==> src/rtl/viterbi_pkg.sv <==
// viterbi_pkg: shared constants and FSM encoding for the Viterbi frame controller
package viterbi_pkg;
  localparam int STATE_W = 6;
  localparam int K = 7;
  localparam int TAIL = 6;
  localparam int MAX_LENGTH = 192;
  localparam int ACS_LATENCY = 2;
  localparam int LEN_W = 10;
  localparam logic [K-1:0] UNKNOWN_STATE = 7'b1000000;
  typedef enum logic [2:0] {IDLE, ACS, FLUSH, TRACEBACK, OUTPUT} fsm_t;
endpackage

==> src/rtl/viterbi_frame_controller_if.sv <==
// viterbi_frame_controller_if: frame, ACS, survivor-memory and output signals of the controller
interface viterbi_frame_controller_if;
  import viterbi_pkg::*;
  logic frame_start;
  logic [LEN_W-1:0] frame_length;
  logic in_valid;
  logic in_ready;
  logic [1:0] in_bits;
  logic acs_init;
  logic acs_step;
  logic [1:0] acs_bits;
  logic [LEN_W-1:0] surv_wr_addr;
  logic surv_rd_en;
  logic [LEN_W-1:0] surv_rd_addr;
  logic [STATE_W-1:0] surv_rd_state;
  logic surv_decision;
  logic out_valid;
  logic out_ready;
  logic out_bit;
  logic out_last;
  logic busy;
  logic error;
  modport master (
    output frame_start, frame_length, in_valid, in_bits, surv_decision, out_ready,
    input in_ready, acs_init, acs_step, acs_bits, surv_wr_addr, surv_rd_en, surv_rd_addr,
    surv_rd_state, out_valid, out_bit, out_last, busy, error
  );
  modport slave (
    input frame_start, frame_length, in_valid, in_bits, surv_decision, out_ready,
    output in_ready, acs_init, acs_step, acs_bits, surv_wr_addr, surv_rd_en, surv_rd_addr,
    surv_rd_state, out_valid, out_bit, out_last, busy, error
  );
endinterface

==> src/rtl/viterbi_bit_lifo.sv <==
// viterbi_bit_lifo: shift-register bit stack; top is always bits[0]
module viterbi_bit_lifo #(
  parameter int DEPTH = 186,
  parameter int CW = $clog2(DEPTH + 1)
) (
  input  logic clk,
  input  logic rst,
  input  logic push,
  input  logic pop,
  input  logic din,
  output logic top,
  output logic empty,
  output logic [CW-1:0] count
);
  logic [DEPTH-1:0] bits;
  // push shifts toward the MSB end, pop shifts back so the newest bit sits at bit 0
  always_ff @(posedge clk)
    if (rst) begin
      bits <= '0;
      count <= '0;
    end else if (push && !pop) begin
      bits <= {bits[DEPTH-2:0], din};
      count <= count + CW'(1);
    end else if (pop && !push) begin
      bits <= {1'b0, bits[DEPTH-1:1]};
      count <= count - CW'(1);
    end
  assign top = bits[0];
  assign empty = count == '0;
endmodule

==> src/rtl/viterbi_frame_controller.sv <==
// viterbi_frame_controller: sequences one frame through ACS steps, survivor traceback and bit output
module viterbi_frame_controller
  import viterbi_pkg::*;
(
  input logic clk,
  input logic rst,
  viterbi_frame_controller_if.slave bus
);
  localparam int CW = $clog2(MAX_LENGTH - TAIL + 1);
  fsm_t state, state_n;
  logic [LEN_W-1:0] n, cnt, t;
  logic [STATE_W-1:0] s;
  logic phase, len_ok, start, in_hs, push, pop, empty, top;
  logic [CW-1:0] count;
  assign len_ok = bus.frame_length > LEN_W'(TAIL) && bus.frame_length <= LEN_W'(MAX_LENGTH);
  assign start = state == IDLE && bus.frame_start && len_ok;
  assign bus.in_ready = state == ACS;
  assign in_hs = bus.in_valid && bus.in_ready;
  assign bus.surv_rd_en = state == TRACEBACK && !phase;
  assign bus.surv_rd_addr = t;
  assign bus.surv_rd_state = s;
  assign push = state == TRACEBACK && phase && t < n - LEN_W'(TAIL);
  assign bus.out_valid = state == OUTPUT && !empty;
  assign pop = bus.out_valid && bus.out_ready;
  assign bus.out_bit = top;
  assign bus.out_last = bus.out_valid && count == CW'(1);
  assign bus.busy = state != IDLE;
  // state register
  always_ff @(posedge clk) state <= rst ? IDLE : state_n;
  // next state: frame start, N accepted symbols, flush wait, 2N traceback cycles, drain LIFO
  always_comb begin
    state_n = state;
    case (state)
      IDLE:      if (start) state_n = ACS;
      ACS:       if (in_hs && cnt == n - LEN_W'(1)) state_n = FLUSH;
      FLUSH:     if (cnt == LEN_W'(ACS_LATENCY - 1)) state_n = TRACEBACK;
      TRACEBACK: if (phase && t == '0) state_n = OUTPUT;
      OUTPUT:    if (pop && count == CW'(1)) state_n = IDLE;
      default:   state_n = IDLE;
    endcase
  end
  // datapath: length latch, ACS step registers, flush counter, traceback index and state
  always_ff @(posedge clk)
    if (rst) begin
      n <= '0;
      cnt <= '0;
      t <= '0;
      s <= '0;
      phase <= 1'b0;
      bus.acs_init <= 1'b0;
      bus.acs_step <= 1'b0;
      bus.acs_bits <= '0;
      bus.surv_wr_addr <= '0;
      bus.error <= 1'b0;
    end else begin
      bus.acs_init <= start;
      bus.error <= state == IDLE && bus.frame_start && !len_ok;
      bus.acs_step <= in_hs;
      if (start) begin
        n <= bus.frame_length;
        cnt <= '0;
      end
      if (in_hs) begin
        bus.acs_bits <= bus.in_bits;
        bus.surv_wr_addr <= cnt;
        cnt <= cnt == n - LEN_W'(1) ? '0 : cnt + LEN_W'(1);
      end
      if (state == FLUSH) begin
        cnt <= cnt + LEN_W'(1);
        t <= n - LEN_W'(1);
        s <= '0;
        phase <= 1'b0;
      end
      if (state == TRACEBACK) begin
        phase <= !phase;
        if (phase) begin
          s <= {s[STATE_W-2:0], bus.surv_decision};
          t <= t == '0 ? t : t - LEN_W'(1);
        end
      end
    end
  viterbi_bit_lifo #(.DEPTH(MAX_LENGTH - TAIL), .CW(CW)) u_lifo (
    .clk(clk),
    .rst(rst),
    .push(push),
    .pop(pop),
    .din(s[STATE_W-1]),
    .top(top),
    .empty(empty),
    .count(count)
  );
endmodule

==> src/flat_wrapper.sv <==
// flat-port wrapper written by rule: the top's interface ports become plain ports
module viterbi_frame_controller_flat import viterbi_pkg::*;
  (clk, rst, bus_frame_start, bus_frame_length, bus_in_valid, bus_in_bits, bus_surv_decision, bus_out_ready, bus_in_ready, bus_acs_init, bus_acs_step, bus_acs_bits, bus_surv_wr_addr, bus_surv_rd_en, bus_surv_rd_addr, bus_surv_rd_state, bus_out_valid, bus_out_bit, bus_out_last, bus_busy, bus_error);
  viterbi_frame_controller_if bus_i ();
  input logic clk;
  input logic rst;
  input wire logic [$bits(bus_i.frame_start)-1:0] bus_frame_start;
  input wire logic [$bits(bus_i.frame_length)-1:0] bus_frame_length;
  input wire logic [$bits(bus_i.in_valid)-1:0] bus_in_valid;
  input wire logic [$bits(bus_i.in_bits)-1:0] bus_in_bits;
  input wire logic [$bits(bus_i.surv_decision)-1:0] bus_surv_decision;
  input wire logic [$bits(bus_i.out_ready)-1:0] bus_out_ready;
  output wire logic [$bits(bus_i.in_ready)-1:0] bus_in_ready;
  output wire logic [$bits(bus_i.acs_init)-1:0] bus_acs_init;
  output wire logic [$bits(bus_i.acs_step)-1:0] bus_acs_step;
  output wire logic [$bits(bus_i.acs_bits)-1:0] bus_acs_bits;
  output wire logic [$bits(bus_i.surv_wr_addr)-1:0] bus_surv_wr_addr;
  output wire logic [$bits(bus_i.surv_rd_en)-1:0] bus_surv_rd_en;
  output wire logic [$bits(bus_i.surv_rd_addr)-1:0] bus_surv_rd_addr;
  output wire logic [$bits(bus_i.surv_rd_state)-1:0] bus_surv_rd_state;
  output wire logic [$bits(bus_i.out_valid)-1:0] bus_out_valid;
  output wire logic [$bits(bus_i.out_bit)-1:0] bus_out_bit;
  output wire logic [$bits(bus_i.out_last)-1:0] bus_out_last;
  output wire logic [$bits(bus_i.busy)-1:0] bus_busy;
  output wire logic [$bits(bus_i.error)-1:0] bus_error;
  assign bus_i.frame_start = bus_frame_start;
  assign bus_i.frame_length = bus_frame_length;
  assign bus_i.in_valid = bus_in_valid;
  assign bus_i.in_bits = bus_in_bits;
  assign bus_i.surv_decision = bus_surv_decision;
  assign bus_i.out_ready = bus_out_ready;
  assign bus_in_ready = bus_i.in_ready;
  assign bus_acs_init = bus_i.acs_init;
  assign bus_acs_step = bus_i.acs_step;
  assign bus_acs_bits = bus_i.acs_bits;
  assign bus_surv_wr_addr = bus_i.surv_wr_addr;
  assign bus_surv_rd_en = bus_i.surv_rd_en;
  assign bus_surv_rd_addr = bus_i.surv_rd_addr;
  assign bus_surv_rd_state = bus_i.surv_rd_state;
  assign bus_out_valid = bus_i.out_valid;
  assign bus_out_bit = bus_i.out_bit;
  assign bus_out_last = bus_i.out_last;
  assign bus_busy = bus_i.busy;
  assign bus_error = bus_i.error;
  viterbi_frame_controller u_core (.clk(clk), .rst(rst), .bus(bus_i));
endmodule
==> config.mk <==
export PLATFORM = sky130hd
export DESIGN_NAME = viterbi_frame_controller_flat
export DESIGN_NICKNAME = d
export VERILOG_FILES = /design/src/rtl/viterbi_pkg.sv /design/src/rtl/viterbi_frame_controller_if.sv /design/src/rtl/viterbi_bit_lifo.sv /design/src/rtl/viterbi_frame_controller.sv /design/src/flat_wrapper.sv
export SDC_FILE = /design/constraint.sdc
export NUM_CORES = 1
export LEC_CHECK = 0
export CAP_MARGIN = 0
export CORE_MARGIN = 3
export CORE_UTILIZATION = 53
export CTS_BUF_LIST = sky130_fd_sc_hd__clkbuf_4
export DETAILED_ROUTE_END_ITERATION = 7
export PLACE_DENSITY = 0.82
export REMOVE_ABC_BUFFERS = 1
export SLEW_MARGIN = 25
export SYNTH_ARGS = -nofsm -noshare
export SYNTH_HDL_FRONTEND = slang
export SYNTH_HIERARCHICAL = 1
export SYNTH_SLANG_ARGS = --single-unit
==> constraint.sdc <==
create_clock -name clk -period 12.8 [get_ports clk]
set_input_delay 3.84 -clock clk [delete_from_list [all_inputs] [get_ports clk]]
set_output_delay 3.84 -clock clk [all_outputs]
set_load 0.005 [all_outputs]
## Yosys cells after proc, flatten, opt, wreduce, memory -nomap -nowiden

Index checks and enable logic that the tools add are counted.

- Register bits: 249
- Latch bits: 0
- RAM bits: 0
- Memory bits (read-only): 0
- Input bits: 18
- Output and inout port bits: 37
- Word-level logic and storage cells: 87
- Memories kept: 0

- Add/subtract/negate cells: 6
- Multipliers: 0
- Div/mod/pow operators: 0
- Order comparisons: 3
- Equality and inequality tests: 13
- Shift-type cells: 0
- Muxes and demuxes: 23
- Bitwise gates (word level): 0
- Reduce and logical (&&, ||, !) cells: 29

Operators by type and width:

| operator | count |
|---|---|
| two-way mux 186 bit | 2 |
| two-way mux 10 bit | 8 |
| subtractor 10 x 1 -> 10 bit (second input constant) | 2 |
| two-way mux 6 bit | 3 |
| logical AND 1 bit | 16 |
| two-way mux 8 bit | 2 |
| two-way mux 3 bit | 5 |
| case mux 3 bit (5 select lines) | 1 |
| adder 10 x 1 -> 10 bit (second input constant) | 1 |
| == test 10 x 1 -> 1 bit (second input constant) | 1 |
| == test 10 bit | 1 |
| > comparator 10 x 3 -> 1 bit (second input constant) | 1 |
| <= comparator 10 x 8 -> 1 bit (second input constant) | 1 |
| logical NOT 10 bit | 1 |
| < comparator 10 bit | 1 |
| subtractor 10 x 3 -> 10 bit (second input constant) | 1 |
| adder 8 x 1 -> 8 bit (second input constant) | 1 |
| == test 8 x 1 -> 1 bit (second input constant) | 1 |
| logical NOT 8 bit | 1 |
| subtractor 8 x 1 -> 8 bit (second input constant) | 1 |
| == test 3 x 2 -> 1 bit (second input constant) | 2 |
| != test 2 bit (second input constant) | 3 |
| nonzero test 3 bit | 2 |
| logical NOT 1 bit | 5 |
| 8 further kinds | 11 |

## Depth between registers and ports, before layout

- Depth in word-level cells: 7
- Gate-level depth with buffers: 20
- Gate-level depth less buffers: 17

## By module

Netlist, hierarchy kept.

Modules (own cells, without submodules):

| module | times used | cells an instance | area an instance (µm²) | seq. area each (µm²) |
|---|---|---|---|---|
| viterbi_bit_lifo | 1 | 1088 | 8934.8 | 3883.7 |
| viterbi_frame_controller | 1 | 404 | 3234.4 | 1101.1 |

## Least setup slack after synthesis

OpenSTA, ideal clock, no wires.

- Path type: input to register
- From: input port bus_out_ready
- To: register u_core.u_lifo.count[7]
- Library setup time: 0.121 ns
- Data arrival time: 6.043 ns
- Data required time: 12.679 ns
- Path slack: 6.636 ns
- Stages on the path: 14
- Buffers on the path: 3
- Cell sequence: nand2_1 inv_1 inv_1 ha_1 buf_4 buf_4 buf_4 inv_1 ha_1 a211oi_2 nor3_2 nor3_1 a211o_1 mux2_4

- Word-level cells in the longest chain between the ends: 4
- Elaborated cells between the ends (all ways): 6
- Those cells by class: mux: 1; reduce/logical: 5

RTL lines:

| element | RTL line | text |
|---|---|---|
| start: declaration | flat_wrapper.sv:12 | `input wire logic [$bits(bus_i.out_ready)-1:0] bus_out_ready;` |
| logical AND 1 bit (*) | viterbi_frame_controller.sv:24 | `assign pop = bus.out_valid && bus.out_ready;` |
| net u_core.pop | viterbi_frame_controller.sv:13 | `logic phase, len_ok, start, in_hs, push, pop, empty, top;` |
| logical NOT 1 bit | viterbi_bit_lifo.sv:21 | `end else if (push && !pop) begin` |
| logical AND 1 bit | viterbi_bit_lifo.sv:21 |  |
| two-way mux 8 bit / nonzero test 2 bit (equally long branches) | n/a |  |
| end signal: assignment | viterbi_bit_lifo.sv:23 | `count <= count + CW'(1);` |
| end signal: assignment | viterbi_bit_lifo.sv:26 | `count <= count - CW'(1);` |
| end: declaration | viterbi_bit_lifo.sv:13 | `output logic [CW-1:0] count` |

The timed path passes the listed nets; every way through them passes the cells marked *.
A chain may end at the register's enable or synchronous reset.

## Worst setup path after layout

- From: register u_core.u_lifo.count[0]
- To: output port bus_out_last

- Word-level cells in the longest chain between the ends: 4
- Elaborated cells between the ends (all ways): 5
- Those cells by class: eq/ne: 1; reduce/logical: 4

RTL lines:

| element | RTL line | text |
|---|---|---|
| logical NOT 8 bit | viterbi_bit_lifo.sv:29 | `assign empty = count == '0;` |
| net u_core.empty | viterbi_frame_controller.sv:13 |  |
| logical NOT 1 bit | viterbi_frame_controller.sv:23 | `assign bus.out_valid = state == OUTPUT && !empty;` |
| logical AND 1 bit | viterbi_frame_controller.sv:23 |  |
| logical AND 1 bit | viterbi_frame_controller.sv:26 | `assign bus.out_last = bus.out_valid && count == CW'(1);` |
| end: declaration | flat_wrapper.sv:23 | `output wire logic [$bits(bus_i.out_last)-1:0] bus_out_last;` |

The timed path passes the listed nets, and every way through them passes these cells.

==> impl_metrics.toml <==
[pwr]
p_sw_share_pct = 22.8
power_frac_comb_pct = 4.0
p_total_w = 0.00152
clockPowerShare_pct = 44.7
internal-power_w = 0.00117
irDropWorstVdd_mv = 0.0736
p_seq_share_pct = 51.4
p_per_area_nw_per_um2 = 113
p_switching_w = 0.000348
leakagePower_nw = 4.43

[sta]
holdWs_ps = 455
worst-slew-pin-transition_ps = 1010
period_needed_ps = 6550
setup_slack_ps = 6250
relSlewSlack_pct = 32.4
setup-violations-final = 0
fin_worst_skew_ps = 42.4
finalCritPeriodShare_pct = 51.2
maxClockFrequency_mhz = 153
finalHoldViolations = 0
grt_setup_unrepaired = "false"
slew_violations = 0

[worst_setup_path]
crit_chain = "or4_1, nor2_1, nor4b_1, and3_1, clkdlybuf4s50_1"
critPathBufInv = 1
critPathMaxFanout = 6
arrival_ps = 2710
crit_path_end_kind = "output pin"
worstPathRequired_ps = 8960
crit_slowest_cell = "nor4b_1"
worst_setup_path_start_kind = "register"
path_class = "register to output pin"
cp_slowest_stage_delay_ps = 580
critPathTopFamily = "simple AND/OR/NAND/NOR gates"

[cts]
cts_root_buf = "clkbuf_4"
cts_resized = 0
htreeDepth = 3
clockBufferDepth = 3
ctsHoldBuffers = 0
tritoncts = "built"
clock-sinks = 249
numCtsBuffers = 66
insertion_delay_ps = 670
path_clk_slew_ps = 60
postCtsSetupBuffers = 0

[synthesis]
ys_seq_area_share_pct = 41.0
synth_seq_cells = 249
yosysWarnings = 6
synth_enable_flop_cells = 0
synth_compound_area_share_pct = 13.2
async_reset_ff_share_pct = 0
yosys.area_share.simple_pct = 20.5
muxShareOfSynthArea_pct = 16.3
netlist_area_sq_um = 12200
synth_top_family_by_area = "simple AND/OR/NAND/NOR gates"
synth-xor-area-share_pct = 2.07
ys.flop_type = "dfxtp_1"
netlist_instances = 1492
synth_cell_types = 70
yosys.area_share.adder_pct = 2.43
synth.avg_cell_area_sq_um = 8.16

[placement]
dp_slack_ps = 5820
dpl.hpwl_microns = 14400
placed_cells = 1718
io_buffers = 54
gp_routability_congestion = 0.888

[route]
post-route-drc-count = 0
wirelength_microns = 23900
firstDrtPassIters = 5
wire_per_inst_microns = 13.1
first_iter_violations = 645
vias = 10042
via_per_inst = 5.50
antenna_left = 0

[die]
die_w_microns = 158
die_y_microns = 158
initial_utilization_pct = 54.9
num_rows = 54
core-area_sq_um = 22200
io_pins = 55
dieArea_sq_um = 24800

[grt]
grt_max_degree = 333
first_global_vias = 9170
antenna_found_initial = 1
grt_overflow = 0
grt_pass1_wl_microns = 40700
grtUsageTotal_pct = 19.0

[worst_hold_path]
hold_class = "register to register"

[layout]
final_core_util_pct = 60.8
drive_gt1_share_pct = 8.54
area_growth_pct = 10.7
fill_cells = 1881
stdcell_count = 1827
final_nets = 1548

[status]
outcome = "completed"

[flow_run]
maxCapViolCount = 0
## final cells by class
| type | count | area (sq um) | area share (%) |
|---|---|---|---|
| clock buffer | 93 | 698 | 5.18 |
| sequential | 249 | 4980 | 37.0 |
| inverter | 13 | 48.8 | 0.362 |
| tap | 280 | 350 | 2.60 |
| timing repair buffer | 59 | 637 | 4.73 |
| clock inverter | 14 | 106 | 0.789 |
| antenna | 1 | 2.50 | 0.0186 |
| multi-input combinational | 1118 | 6650 | 49.3 |
## per-layer routing
layer,track usage (%),routed length (microns),vias up
li1,-,-,5171
met1,24.0,11000,4651
met2,31.2,11400,189
met3,5.06,1080,31
met4,7.36,394,0
met5,0,0,-
## kinds of logic after synthesis
kind of cell / Yosys count
flops: 249
mux: 198
fa+ha+maj: 23
buf+inv: 125
compound gates: 288
xor+xnor: 27
simple gates: 582
## worst register-to-register path, delay by kind of cell (launching register included)
family	cells	cell delay (ps)
AO/OA/AOI/OAI	5	1120
XOR/XNOR	1	210
buffers and inverters	1	330
adder cells (fa/ha/maj)	4	1550
flip-flops	1	380
multiplexers	1	300
AND/OR/NAND/NOR	5	810
## metrics by stage
stage                     cell area [sq um]  TNS (ps)
after floorplan                       11700     -2620
after global placement                12600         0
after detailed placement              12600         0
after CTS                             13400         0
after global routing                  13500         0
final                                 13500         0
## cells in the mapped netlist, types with 7 or more instances
cell | count | area share (%)
a21o_1 | 7 | 0.43
nand3_1 | 17 | 0.70
ha_1 | 22 | 2.3
o21ai_0 | 15 | 0.62
clkbuf_1 | 66 | 2.0
nor4_1 | 8 | 0.41
xnor2_1 | 10 | 0.72
a21oi_1 | 226 | 9.3
xor2_1 | 16 | 1.2
buf_2 | 20 | 0.82
inv_1 | 13 | 0.40
nor3_1 | 16 | 0.66
nor2_1 | 428 | 13
dfxtp_1 | 249 | 41
mux2i_1 | 196 | 16
nand2_1 | 52 | 1.6
buf_4 | 15 | 0.93
buf_1 | 10 | 0.31
## sequential cells by signal, summed over array words and instances, names as in the netlist
| signal | flops |
|---|---|
| u_core/n | 10 |
| u_core/cnt | 10 |
| u_core/phase | 1 |
| u_core/u_lifo/count | 8 |
| u_core/u_lifo/bits | 186 |
| u_core/state | 3 |
| u_core/bus.acs_init | 1 |
| u_core/bus.surv_rd_state | 6 |
| u_core/bus.surv_rd_addr | 10 |
| u_core/bus.error | 1 |
| u_core/bus.surv_wr_addr | 10 |
| u_core/bus.acs_step | 1 |
| u_core/bus.acs_bits | 2 |
## power by group through the flow
stage / Combinational (W) / Clock [W] / Sequential [W]
global placement: 0.0000592 / 0 / 0.000799
CTS: 0.0000605 / 0.000709 / 0.000782
global route: 0.0000668 / 0.000751 / 0.000782
floorplan: 0.0000312 / 0 / 0.000798
detailed placement: 0.0000602 / 0 / 0.000800
finish: 0.0000604 / 0.000680 / 0.000782
## cells in the final DEF, fill, tap and decap left out, drive strengths merged, types with 3 or more instances in the layout
cell | Yosys | layout
nand2b | 6 | 6
nand3b | 3 | 3
a21oi | 228 | 228
nor4b | 7 | 7
and2 | 5 | 5
nand3 | 17 | 17
xnor2 | 10 | 10
buf | 46 | 6
nor4 | 8 | 8
nand4 | 5 | 5
nor3 | 18 | 18
a211oi | 3 | 3
o211ai | 5 | 5
a211o | 3 | 3
nor3b | 4 | 4
clkbuf | 66 | 93
or4 | 4 | 4
o31ai | 4 | 4
mux2i | 196 | 196
nor2b | 3 | 3
o21ai | 20 | 20
nand2 | 52 | 52
or2 | 4 | 4
dfxtp | 249 | 249
clkinv | 0 | 8
inv | 13 | 17
xor2 | 16 | 16
a21o | 7 | 7
or3 | 6 | 6
clkdlybuf4s50 | 0 | 53
nor2 | 428 | 428
ha | 22 | 22
and3 | 4 | 4
## worst paths after layout
path / start / endpoint / slack, ps / cells after the start
setup / recovery: u_core/u_lifo/count[0]$_SDFFE_PP0P_ / bus_out_last / 6250 / 5
hold reg to reg: u_core/bus.surv_wr_addr[9]$_SDFFE_PP0P_ / u_core/bus.surv_wr_addr[9]$_SDFFE_PP0P_ / 450 / 2
hold / removal: u_core/bus.surv_wr_addr[9]$_SDFFE_PP0P_ / u_core/bus.surv_wr_addr[9]$_SDFFE_PP0P_ / 450 / 2
setup reg to reg: u_core/n[1]$_SDFFE_PP0P_ / u_core/u_lifo/count[7]$_SDFFE_PP0P_ / 8010 / 17
(Power assumes the default switching activity.)
